===== src/rtl/bomberman_pkg.sv =====
// bomberman_pkg: shared encodings, grid defaults and motion FSM state type.
package bomberman_pkg;
  localparam int GRID_W_DEF  = 15;
  localparam int GRID_H_DEF  = 13;
  localparam int COORD_W_DEF = 4;
  typedef enum logic [1:0] {
    FACE_UP    = 2'd0,
    FACE_DOWN  = 2'd1,
    FACE_LEFT  = 2'd2,
    FACE_RIGHT = 2'd3
  } facing_e;
  typedef enum logic {
    IDLE = 1'b0,
    REQ  = 1'b1
  } motion_state_e;
endpackage


===== src/rtl/move_tick_gen.sv =====
// move_tick_gen: free-running movement-rate counter; tick on the last count, cleared while disabled.
module move_tick_gen #(
  parameter int MOVE_PERIOD = 5000000
) (
  input  logic clock,
  input  logic resetn,
  input  logic en,
  output logic tick
);
  localparam int CW = $clog2(MOVE_PERIOD);
  logic [CW-1:0] cnt_q, cnt_d;
  always_comb begin
    tick  = en && (cnt_q == CW'(MOVE_PERIOD - 1));
    cnt_d = (!en || tick) ? '0 : cnt_q + 1'b1;
  end
  always_ff @(posedge clock or negedge resetn) begin
    if (!resetn) cnt_q <= '0;
    else         cnt_q <= cnt_d;
  end
endmodule


===== src/rtl/player_motion_ctrl.sv =====
// player_motion_ctrl: tile movement with map walkability handshake, facing and one-shot bomb placement.
module player_motion_ctrl
  import bomberman_pkg::*;
#(
  parameter int GRID_W      = GRID_W_DEF,
  parameter int GRID_H      = GRID_H_DEF,
  parameter int COORD_W     = COORD_W_DEF,
  parameter int START_X     = 1,
  parameter int START_Y     = 1,
  parameter int MOVE_PERIOD = 5000000
) (
  input  logic               clock,
  input  logic               resetn,
  input  logic               enable,
  input  logic               x_moving,
  input  logic               xdir,
  input  logic               y_moving,
  input  logic               ydir,
  input  logic               bomb_key,
  output logic               map_req,
  output logic [COORD_W-1:0] map_x,
  output logic [COORD_W-1:0] map_y,
  input  logic               map_valid,
  input  logic               map_blocked,
  input  logic               bomb_clear,
  output logic [COORD_W-1:0] pos_x,
  output logic [COORD_W-1:0] pos_y,
  output logic [1:0]         facing,
  output logic               moved,
  output logic               bomb_place,
  output logic [COORD_W-1:0] bomb_x,
  output logic [COORD_W-1:0] bomb_y,
  output logic               bomb_active
);
  motion_state_e      state_q, state_d;
  facing_e            facing_q, facing_d;
  logic [COORD_W-1:0] pos_x_q, pos_x_d, pos_y_q, pos_y_d;
  logic [COORD_W-1:0] map_x_q, map_x_d, map_y_q, map_y_d;
  logic [COORD_W-1:0] bomb_x_q, bomb_x_d, bomb_y_q, bomb_y_d;
  logic               moved_q, moved_d, bomb_place_q, bomb_place_d;
  logic               bomb_active_q, bomb_active_d, key_q, key_d;
  logic [COORD_W-1:0] tx, ty;
  logic               in_grid, tick;
  move_tick_gen #(.MOVE_PERIOD(MOVE_PERIOD)) u_tick (
    .clock (clock),
    .resetn(resetn),
    .en    (enable),
    .tick  (tick)
  );
  // x axis wins; in_grid is low when nothing is held, so it also gates the request
  always_comb begin
    tx      = x_moving ? (xdir ? pos_x_q + 1'b1 : pos_x_q - 1'b1) : pos_x_q;
    ty      = (!x_moving && y_moving) ? (ydir ? pos_y_q + 1'b1 : pos_y_q - 1'b1) : pos_y_q;
    in_grid = x_moving ? (xdir ? pos_x_q != COORD_W'(GRID_W - 1) : pos_x_q != '0) :
              y_moving ? (ydir ? pos_y_q != COORD_W'(GRID_H - 1) : pos_y_q != '0) : 1'b0;
  end
  always_comb begin
    state_d  = state_q;
    pos_x_d  = pos_x_q;
    pos_y_d  = pos_y_q;
    map_x_d  = map_x_q;
    map_y_d  = map_y_q;
    moved_d  = 1'b0;
    facing_d = x_moving ? (xdir ? FACE_RIGHT : FACE_LEFT) :
               y_moving ? (ydir ? FACE_DOWN : FACE_UP) : facing_q;
    case (state_q)
      IDLE: if (tick && enable && in_grid) begin
        state_d = REQ;
        map_x_d = tx;
        map_y_d = ty;
      end
      REQ: if (!enable) begin
        state_d = IDLE;
      end else if (map_valid) begin
        state_d = IDLE;
        if (!map_blocked) begin
          pos_x_d = map_x_q;
          pos_y_d = map_y_q;
          moved_d = 1'b1;
        end
      end
      default: state_d = IDLE;
    endcase
    key_d         = bomb_key;
    bomb_place_d  = bomb_key && !key_q && enable && !bomb_active_q && !bomb_clear;
    bomb_active_d = bomb_clear ? 1'b0 : (bomb_place_d || bomb_active_q);
    bomb_x_d      = bomb_place_d ? pos_x_q : bomb_x_q;
    bomb_y_d      = bomb_place_d ? pos_y_q : bomb_y_q;
  end
  always_ff @(posedge clock or negedge resetn) begin
    if (!resetn) begin
      state_q       <= IDLE;
      facing_q      <= FACE_DOWN;
      pos_x_q       <= COORD_W'(START_X);
      pos_y_q       <= COORD_W'(START_Y);
      map_x_q       <= '0;
      map_y_q       <= '0;
      moved_q       <= 1'b0;
      bomb_place_q  <= 1'b0;
      bomb_active_q <= 1'b0;
      bomb_x_q      <= '0;
      bomb_y_q      <= '0;
      key_q         <= 1'b0;
    end else begin
      state_q       <= state_d;
      facing_q      <= facing_d;
      pos_x_q       <= pos_x_d;
      pos_y_q       <= pos_y_d;
      map_x_q       <= map_x_d;
      map_y_q       <= map_y_d;
      moved_q       <= moved_d;
      bomb_place_q  <= bomb_place_d;
      bomb_active_q <= bomb_active_d;
      bomb_x_q      <= bomb_x_d;
      bomb_y_q      <= bomb_y_d;
      key_q         <= key_d;
    end
  end
  assign map_req     = (state_q == REQ);
  assign map_x       = map_x_q;
  assign map_y       = map_y_q;
  assign pos_x       = pos_x_q;
  assign pos_y       = pos_y_q;
  assign facing      = facing_q;
  assign moved       = moved_q;
  assign bomb_place  = bomb_place_q;
  assign bomb_x      = bomb_x_q;
  assign bomb_y      = bomb_y_q;
  assign bomb_active = bomb_active_q;
endmodule


===== config.mk =====
export PLATFORM = sky130hd
export DESIGN_NAME = player_motion_ctrl
export DESIGN_NICKNAME = d
export VERILOG_FILES = /design/src/rtl/bomberman_pkg.sv /design/src/rtl/move_tick_gen.sv /design/src/rtl/player_motion_ctrl.sv
export SDC_FILE = /design/constraint.sdc
export NUM_CORES = 1
export LEC_CHECK = 0
export ABC_AREA = 1
export CORE_ASPECT_RATIO = 1.4
export CORE_MARGIN = 4
export CORE_UTILIZATION = 40
export CTS_CLUSTER_DIAMETER = 40
export DETAILED_ROUTE_END_ITERATION = 6
export GPL_TIMING_DRIVEN = 0
export PLACE_DENSITY = 0.61
export SETUP_SLACK_MARGIN = 0.1
export SYNTH_ARGS = -nofsm -noshare
export SYNTH_HDL_FRONTEND = slang
export SYNTH_SLANG_ARGS = --single-unit

===== constraint.sdc =====
create_clock -name clock -period 2.3 [get_ports clock]
set_input_delay 0.46 -clock clock [delete_from_list [all_inputs] [get_ports clock]]
set_output_delay 0.46 -clock clock [all_outputs]
set_load 0.05 [all_outputs]

==> run_results.csv, run 1 <==
group,metric,value,unit
critical_path,crit_start,"facing[0]",
detailed_routing,routedWlPerCell,13.2,um
placement,place_area,3420,um^2
critical_path,r2r-start,"u_tick.cnt_q[0]",
critical_path,criticalPathCategory,"reg2out",
critical_path,path_cells,"clkdlybuf4s50_1",
placement,placed_cells,494,
logic_synthesis,syn-mean-instance-area,8.08,um^2
critical_path,critPathSlowestCell,"clkdlybuf4s50_1",
clock_tree,cts_sinks,54,
finish,finalNonFillerCells,502,
logic_synthesis,syn-cell-area,2900,um^2
sta,max-slew-margin-rel,55.0,%
logic_synthesis,synth_edf_count,0,
sta,post-route-period-util,92.9,%
clock_tree,cts_buffers,5,
global_route,antenna_found_initial,0,
power_and_ir_drop,p_total,2.01,mW
logic_synthesis,syn_inst,359,
power_and_ir_drop,p_sw,0.580,mW
sta,fmax,0.468,GHz
placement,hpwl,5100,um
die,num_rows,36,
logic_synthesis,syn_nets,377,
logic_synthesis,async_reset_ff_share,100,%
global_route,grt-ovfl-total,0,
finish,multiInputGateArea,1340,um^2
clock_tree,cts_buffer_depth,2,
critical_path,cp_num_buf_inv,1,
power_and_ir_drop,pwr-share-clk,32.5,%
die,fp.dieH,109,um
sta,finalHoldViolCount,0,
logic_synthesis,synth_most_common_cell,"nand2_1",
flow_run,maxCapViolCount,0,
logic_synthesis,synth.distinct_cells,27,
detailed_routing,drtPass1Iterations,4,
power_and_ir_drop,combPwrFrac,16.8,%
global_route,grt_max_degree,29,
clock_tree,clk_pin_slew,110,ps
critical_path,reg2reg_to,"map_x[2]",
global_route,gr-usage-all-layers,17.0,%
power_and_ir_drop,p_sw_share,28.9,%
finish,stdcell_area,3530,um^2
logic_synthesis,yosys_register_bits,54,
finish,n_antenna_cell,0,
critical_path,cp_top_family,"buffers and inverters",
clock_tree,postCtsHoldBufs,0,
critical_path,startpoint_type,"flop",
sta,setup_viol,0,
detailed_routing,via_count,2408,
detailed_routing,postRouteAntennaNets,0,
die,start_util,41.3,%
run_status,outcome,"finished clean",
die,die_w,80.0,um
finish,final_nets,424,
placement,io_buffers,39,
logic_synthesis,synth_area_leaders,"dfrtp_1, nand2_1, nor2_1, inv_1, xor2_1",
logic_synthesis,yosys-top-cells-count,"nand2_1, nor2_1, dfrtp_1",
logic_synthesis,synth_ff_type,"dfrtp_1",
sta,maxSlewViolCount,0,
die,fp.dieArea,8690,um^2
placement,gp_congestion,0.903,
critical_path,required,1840,ps
power_and_ir_drop,pwr-share-seq,50.7,%
sta,clock_skew,14.6,ps
power_and_ir_drop,p_leak,1.57,nW
detailed_routing,wl,6630,um
sta,rsz0062_at_grt,"false",
clock_tree,cts_tree,"built",
sta,worst_pin_slew,673,ps
sta,setup_ws,164,ps
finish,drive_gt1_share,7.86,%
logic_synthesis,synth_warnings,0,
detailed_routing,route.detailed.drc,0,
critical_path,reg2reg_depth,9,
critical_path,r2r_slack,420,ps
sta,fin_hold_ws,148,ps
sta,fin_crit,2140,ps
finish,fillerInstances,712,
clock_tree,post_cts_resized,1,
clock_tree,htreeDepth,2,
finish,seq_area,1360,um^2
clock_tree,post_cts_buffers,0,
critical_path,endpoint_kind,"output pin",
clock_tree,clock_latency,310,ps
hold_path,hp-class,"in2async",
power_and_ir_drop,powerDensity,568,nW/um^2
logic_synthesis,synth.top_cell.area_share,44.0,%
die,core_area,7030,um^2
clock_tree,clockRootBuffer,"clkbuf_8",
critical_path,max_stage_delay,800,ps
power_and_ir_drop,intPower,1.43,mW
critical_path,path_max_fanout,2,
logic_synthesis,synth_top_area_cell,"dfrtp_1",
global_route,grt_pass1_wl,11600,um
placement,place_ws,-91.3,ps
logic_synthesis,ys_seq_area_share,46.7,%
critical_path,cp_data_arrival_time,1680,ps
power_and_ir_drop,peakVddDrop,0.264,mV
detailed_routing,route.detailed.vias_per_inst,4.80,
die,ios,41,
finish,syn2layout_area_growth,21.9,%
detailed_routing,drtIter0Drc,100,
global_route,grt_pass1_vias,2502,
## cells in the final DEF (no fill, tap or decap), types with 2 or more instances in the layout
cell type	Yosys	layout
ha_1	5	5
a21oi_1	7	7
clkdlybuf4s50_1	0	36
nand3_1	17	17
nor2_1	56	56
nand2_1	97	97
nand2_2	2	2
inv_1	43	43
nor2_2	2	2
o21ai_0	20	20
buf_2	1	2
dfstp_2	3	3
nand3_4	3	3
xnor2_1	6	6
dfrtp_1	51	51
fa_1	2	2
nor3_1	8	8
nand4_1	4	4
clkbuf_1	2	3
xor2_1	16	16
o21ai_2	6	6
clkbuf_8	0	5
buf_4	2	2
## state kept, by name (all words and copies together), names as in the netlist
signal	flops
u_tick.cnt_q	23
bomb_x	4
bomb_y	4
map_x	4
map_y	4
pos_x	4
pos_y	4
facing	2
bomb_active	1
bomb_place	1
key_q	1
map_req	1
moved	1
## per-layer routing
layer,GRT usage (%),wire [um]
met1,19.7,2680
met2,29.5,3460
met3,3.22,223
met4,8.94,267
met5,0,0
## final cells by class
cell class	instances	share of cell area, %
Clock inverter	2	1.06
Multi-Input combinational cell	256	38.0
Clock buffer	6	2.05
Sequential cell	54	38.3
Buffer	6	1.10
Tap cell	95	3.36
Timing Repair Buffer	40	11.5
Inverter	43	4.57
## worst max-delay path by stage
stage	end	slack (ps)	depth (start not counted)
4_1_cts	pos_y[0]	110	1
5_1_grt	pos_y[2]	110	5
6_report	facing[0]	160	1
2_1_floorplan	map_x[1]	650	10
3_5_place_dp	pos_y[2]	-90	5
3_3_place_gp	map_x[2]	-930	1
## through the flow
step	setup TNS (ps)	util, %
2_1_floorplan	0	-
3_3_place_gp	-48350	48.5
3_5_place_dp	-351	48.7
4_1_cts	0	50.3
5_1_grt	0	50.3
6_report	0	50.3
## cells by family (layout without fill, tap and decap cells)
family                   Yosys count  in the layout  share of synthesized area, %
flip-flops                        54             54                          46.7
XOR/XNOR                          22             22                          6.65
adder cells (fa/ha/maj)            7              7                          3.54
AO/OA/AOI/OAI                     34             34                          6.78
AND/OR/NAND/NOR                  193            193                          29.4
buffers and inverters             49             97                          6.91
## power by group through the flow
| stage | logic, mW | registers, mW | clock network [mW] |
|---|---|---|---|
| CTS | 0.343 | 1.02 | 0.672 |
| floorplan | 0.0789 | 1.16 | 0 |
| global placement | 0.336 | 1.04 | 0 |
| global route | 0.365 | 1.03 | 0.713 |
| detailed placement | 0.342 | 1.04 | 0 |
| finish | 0.338 | 1.02 | 0.653 |
Power figures use the tool's default switching activity.
==> run 2: changes to the inputs <==
CELL_PAD_IN_SITES_DETAIL_PLACEMENT = 0   (was not set)
CELL_PAD_IN_SITES_GLOBAL_PLACEMENT = 1   (was not set)
PLACE_DENSITY = 0.78   (was 0.61)
==> run_results.csv, run 2 (synthesized netlist as in run 1, its figures left out) <==
group,metric,value,unit
critical_path,cp_num_buf_inv,1,
critical_path,cp_data_arrival_time,1650,ps
detailed_routing,postRouteAntennaNets,0,
sta,rsz0062_at_grt,"false",
sta,fmax,0.473,GHz
die,fp.dieH,109,um
critical_path,startpoint_type,"flop",
die,fp.dieArea,8690,um^2
finish,final_cell_mix,"nand2_1, nor2_1, dfrtp_1",
placement,gp_congestion,0.820,
finish,syn2layout_area_growth,21.0,%
clock_tree,clockRootBuffer,"clkbuf_8",
global_route,grt-ovfl-total,0,
power_and_ir_drop,peakVddDrop,0.337,mV
placement,place_ws,-52.4,ps
critical_path,path_max_fanout,2,
clock_tree,clock_latency,310,ps
sta,maxSlewViolCount,0,
power_and_ir_drop,p_leak,1.56,nW
die,ios,41,
finish,drive_gt1_share,7.86,%
detailed_routing,wl,6840,um
finish,largest_reg_flops,23,
detailed_routing,route.detailed.drc,0,
finish,finalNonFillerCells,502,
detailed_routing,drtPass1Iterations,4,
die,die_w,80.0,um
clock_tree,cts_buffer_depth,2,
hold_path,hp-class,"in2async",
global_route,grt_pass1_wl,11700,um
sta,clock_skew,6.23,ps
finish,n_antenna_cell,0,
detailed_routing,route.detailed.vias_per_inst,4.80,
global_route,gr-usage-all-layers,17.2,%
finish,final_nets,424,
sta,fin_hold_ws,83.0,ps
critical_path,endpoint_kind,"output pin",
placement,hpwl,5320,um
global_route,grt_pass1_vias,2453,
critical_path,critPathSlowestCell,"clkdlybuf4s50_1",
detailed_routing,via_count,2411,
sta,setup_ws,186,ps
critical_path,required,1840,ps
critical_path,criticalPathCategory,"reg2out",
sta,finalHoldViolCount,0,
critical_path,cp_top_family,"buffers and inverters",
flow_run,maxCapViolCount,0,
sta,tns,0,ps
die,core_area,7030,um^2
critical_path,path_cells,"clkdlybuf4s50_1",
clock_tree,cts_tree,"built",
global_route,grt_max_degree,38,
clock_tree,htreeDepth,2,
clock_tree,cts_sinks,54,
finish,largest-register,"u_tick.cnt_q",
sta,setup_viol,0,
die,num_rows,36,
detailed_routing,drtIter0Drc,123,
critical_path,max_stage_delay,800,ps
run_status,outcome,"finished clean",
clock_tree,cts_buffers,5,
sta,worst_pin_slew,597,ps
finish,final_common_cell,"nand2_1",
sta,max-slew-margin-rel,60.0,%
sta,fin_crit,2110,ps
detailed_routing,routedWlPerCell,13.6,um
placement,io_buffers,39,
placement,placed_cells,494,
sta,post-route-period-util,91.9,%
global_route,antenna_found_initial,0,
clock_tree,clk_pin_slew,90,ps
power_and_ir_drop,powerDensity,536,nW/um^2
die,start_util,41.3,%
[run 2: changes by cell type in the layout (fill, tap and decap cells not counted), sizes merged]
cell,before,now
clkinv,0,2
bufinv,1,0
clkinvlp,1,0
[run 2: what timing repair did]
action / in CTS / in global routing
hold buffers: 0 / 0
buffers inserted: 0 / 0
gates resized for setup: 1 / 1
endpoints found under the hold margin: 0 / 0
setup endpoints to repair: 1 / 1
pin swaps: 0 / 0
[run 2: worst paths after layout]
check	from	endpoint	slack, ps	depth (start not counted)
setup reg to reg	u_tick.cnt_q[0]	u_tick.cnt_q[13]	430	7
setup / recovery	facing[0]	facing[0]	190	1
hold / removal	resetn	u_tick.cnt_q[0]	80	1
max in group asynchronous	resetn	pos_x[0]	1600	2
min in group clock	bomb_x[3]	bomb_x[3]	500	2
hold reg to reg	bomb_x[3]	bomb_x[3]	500	2
[run 2: area by class of cell]
| cell class | count | area, um^2 |
|---|---|---|
| Buffer | 6 | 38.8 |
| Clock buffer | 6 | 72.6 |
| Clock inverter | 2 | 10.0 |
| Fill cell | 740 | 3520 |
| Inverter | 43 | 161 |
| Multi-Input combinational cell | 256 | 1340 |
| Sequential cell | 54 | 1360 |
| Tap cell | 95 | 119 |
| Timing Repair Buffer | 40 | 407 |
[run 2: layer usage]
layer | vias up | GRT usage (%) | share of wire, % | routed length [um]
met5 | - | 0 | 0 | 0
met4 | 0 | 5.07 | 1.3 | 87
met3 | 6 | 2.64 | 2.5 | 168
met2 | 38 | 31.6 | 54 | 3720
met1 | 1158 | 20.6 | 42 | 2870
li1 | 1209 | - | - | -
[run 2: report_power, final]
group | switching, mW | internal (mW)
combinational | 0.225 | 0.112
clock | 0.312 | 0.212
sequential | 0.0261 | 0.991
[run 2: metrics by stage]
stage	util [%]	total power [mW]	area, um^2
2_1_floorplan	-	1.24	2900
3_3_place_gp	48.5	1.37	3410
3_5_place_dp	48.7	1.38	3420
4_1_cts	49.9	1.92	3500
5_1_grt	49.9	1.98	3510
6_report	49.9	1.88	3510
==> run 3: changes to the inputs <==
GPL_ROUTABILITY_DRIVEN = 0   (was not set)
SLEW_MARGIN = 40   (was not set)
==> run_results.csv, run 3 (synthesized netlist as in run 1, its figures left out) <==
group,metric,value,unit
run_status,outcome,"finished clean",
clock_tree,clk_pin_slew,100,ps
clock_tree,cts_tree,"built",
finish,largest-register,"u_tick.cnt_q",
finish,final_common_cell,"nand2_1",
hold_path,hp-class,"reg2reg",
critical_path,worst-path-stages,1,
power_and_ir_drop,p_total,1.91,mW
detailed_routing,postRouteAntennaNets,0,
critical_path,path_cells,"clkdlybuf4s50_1",
die,fp.dieH,109,um
detailed_routing,drtPass1Iterations,4,
sta,maxSlewViolCount,0,
finish,syn2layout_area_growth,21.7,%
sta,setup_ws,187,ps
detailed_routing,routedWlPerCell,13.5,um
power_and_ir_drop,powerDensity,542,nW/um^2
clock_tree,clockRootBuffer,"clkbuf_8",
global_route,grt_pass1_wl,11800,um
die,start_util,41.3,%
detailed_routing,route.detailed.drc,0,
sta,clock_skew,7.15,ps
critical_path,required,1840,ps
die,ios,41,
finish,stdcell_area,3530,um^2
sta,finalHoldViolCount,0,
finish,drive_gt1_share,7.84,%
critical_path,criticalPathCategory,"reg2out",
sta,fin_crit,2110,ps
global_route,grt-ovfl-total,0,
die,core_area,7030,um^2
detailed_routing,wl,6810,um
sta,max-slew-margin-rel,60.9,%
clock_tree,cts_sinks,54,
sta,post-route-period-util,91.9,%
die,num_rows,36,
critical_path,path_max_fanout,2,
finish,largest_reg_flops,23,
hold_path,holdPathStages,2,
clock_tree,post_cts_buffers,0,
finish,final_cell_mix,"nand2_1, nor2_1, dfrtp_1",
global_route,gr-usage-all-layers,17.2,%
power_and_ir_drop,peakVddDrop,0.342,mV
global_route,grt_max_degree,38,
sta,fmax,0.473,GHz
finish,n_antenna_cell,0,
sta,worst_pin_slew,584,ps
global_route,antenna_found_initial,0,
critical_path,critPathSlowestCell,"clkdlybuf4s50_1",
sta,setup_viol,0,
finish,final_nets,425,
finish,finalNonFillerCells,503,
critical_path,max_stage_delay,800,ps
placement,place_ws,-51.1,ps
clock_tree,clock_latency,300,ps
detailed_routing,route.detailed.vias_per_inst,4.79,
critical_path,endpoint_kind,"output pin",
critical_path,startpoint_type,"flop",
die,fp.dieArea,8690,um^2
power_and_ir_drop,p_leak,1.57,nW
global_route,grt_pass1_vias,2463,
clock_tree,cts_buffers,5,
critical_path,cp_num_buf_inv,1,
sta,tns,0,ps
sta,rsz0062_at_grt,"false",
placement,hpwl,5310,um
detailed_routing,drtIter0Drc,98,
finish,fillerInstances,727,
flow_run,maxCapViolCount,0,
die,die_w,80.0,um
placement,place_area,3430,um^2
critical_path,cp_top_family,"buffers and inverters",
clock_tree,cts_buffer_depth,2,
critical_path,cp_data_arrival_time,1650,ps
placement,io_buffers,39,
detailed_routing,via_count,2410,
placement,placed_cells,494,
critical_path,reg2reg_depth,9,
clock_tree,htreeDepth,2,
[run 3: final cells by class]
cell class	instances	area, um^2	share of cell area, %
sequential	54	1360	38.4
buffer	6	38.8	1.10
timing repair buffer	41	419	11.9
clock inverter	1	5.00	0.142
inverter	43	161	4.57
clock buffer	7	86.3	2.45
tap	95	119	3.37
multi-input combinational	256	1340	38.1
[run 3: per-layer routing]
| metal | track usage [%] | wire length [um] | vias to the layer above |
|---|---|---|---|
| li1 | - | - | 1216 |
| met1 | 21.2 | 2900 | 1148 |
| met2 | 30.6 | 3660 | 38 |
| met3 | 2.73 | 140 | 8 |
| met4 | 5.19 | 104 | 0 |
| met5 | 0 | 0 | - |
[run 3: power breakdown]
part / internal (mW) / total (mW) / switching (mW)
sequential: 0.991 / 1.02 / 0.0257
combinational: 0.114 / 0.340 / 0.225
clock: 0.244 / 0.558 / 0.314
total: 1.35 / 1.91 / 0.565
[run 3: worst paths after layout]
check / startpoint / end / slack (ps)
setup / recovery: facing[0] / facing[0] / 190
hold / removal: facing[1] / facing[1] / 490
setup reg to reg: u_tick.cnt_q[0] / map_x[1] / 420
hold reg to reg: facing[1] / facing[1] / 490
max in group asynchronous: resetn / pos_x[0] / 1200
min in group asynchronous: resetn / u_tick.cnt_q[0] / 550
[run 3: tightest hold or removal path, stage by stage (launching register included)]
cell and delay, ps:
dfrtp_1 360, nand2_1 50, nand2_1 50
[run 3: through the flow]
stage               hold WS (ps)  utilization [%]
global placement             464             48.5
detailed placement           350             48.8
global route                 536             50.2
floorplan                    164                -
CTS                          501             50.2
finish                       492             50.2
[run 3: timing repair]
action                     in CTS  in global routing
hold buffers                    1                  0
setup endpoints to repair       1                  1
gates resized for setup         1                  1
hold endpoints to repair        3                  0
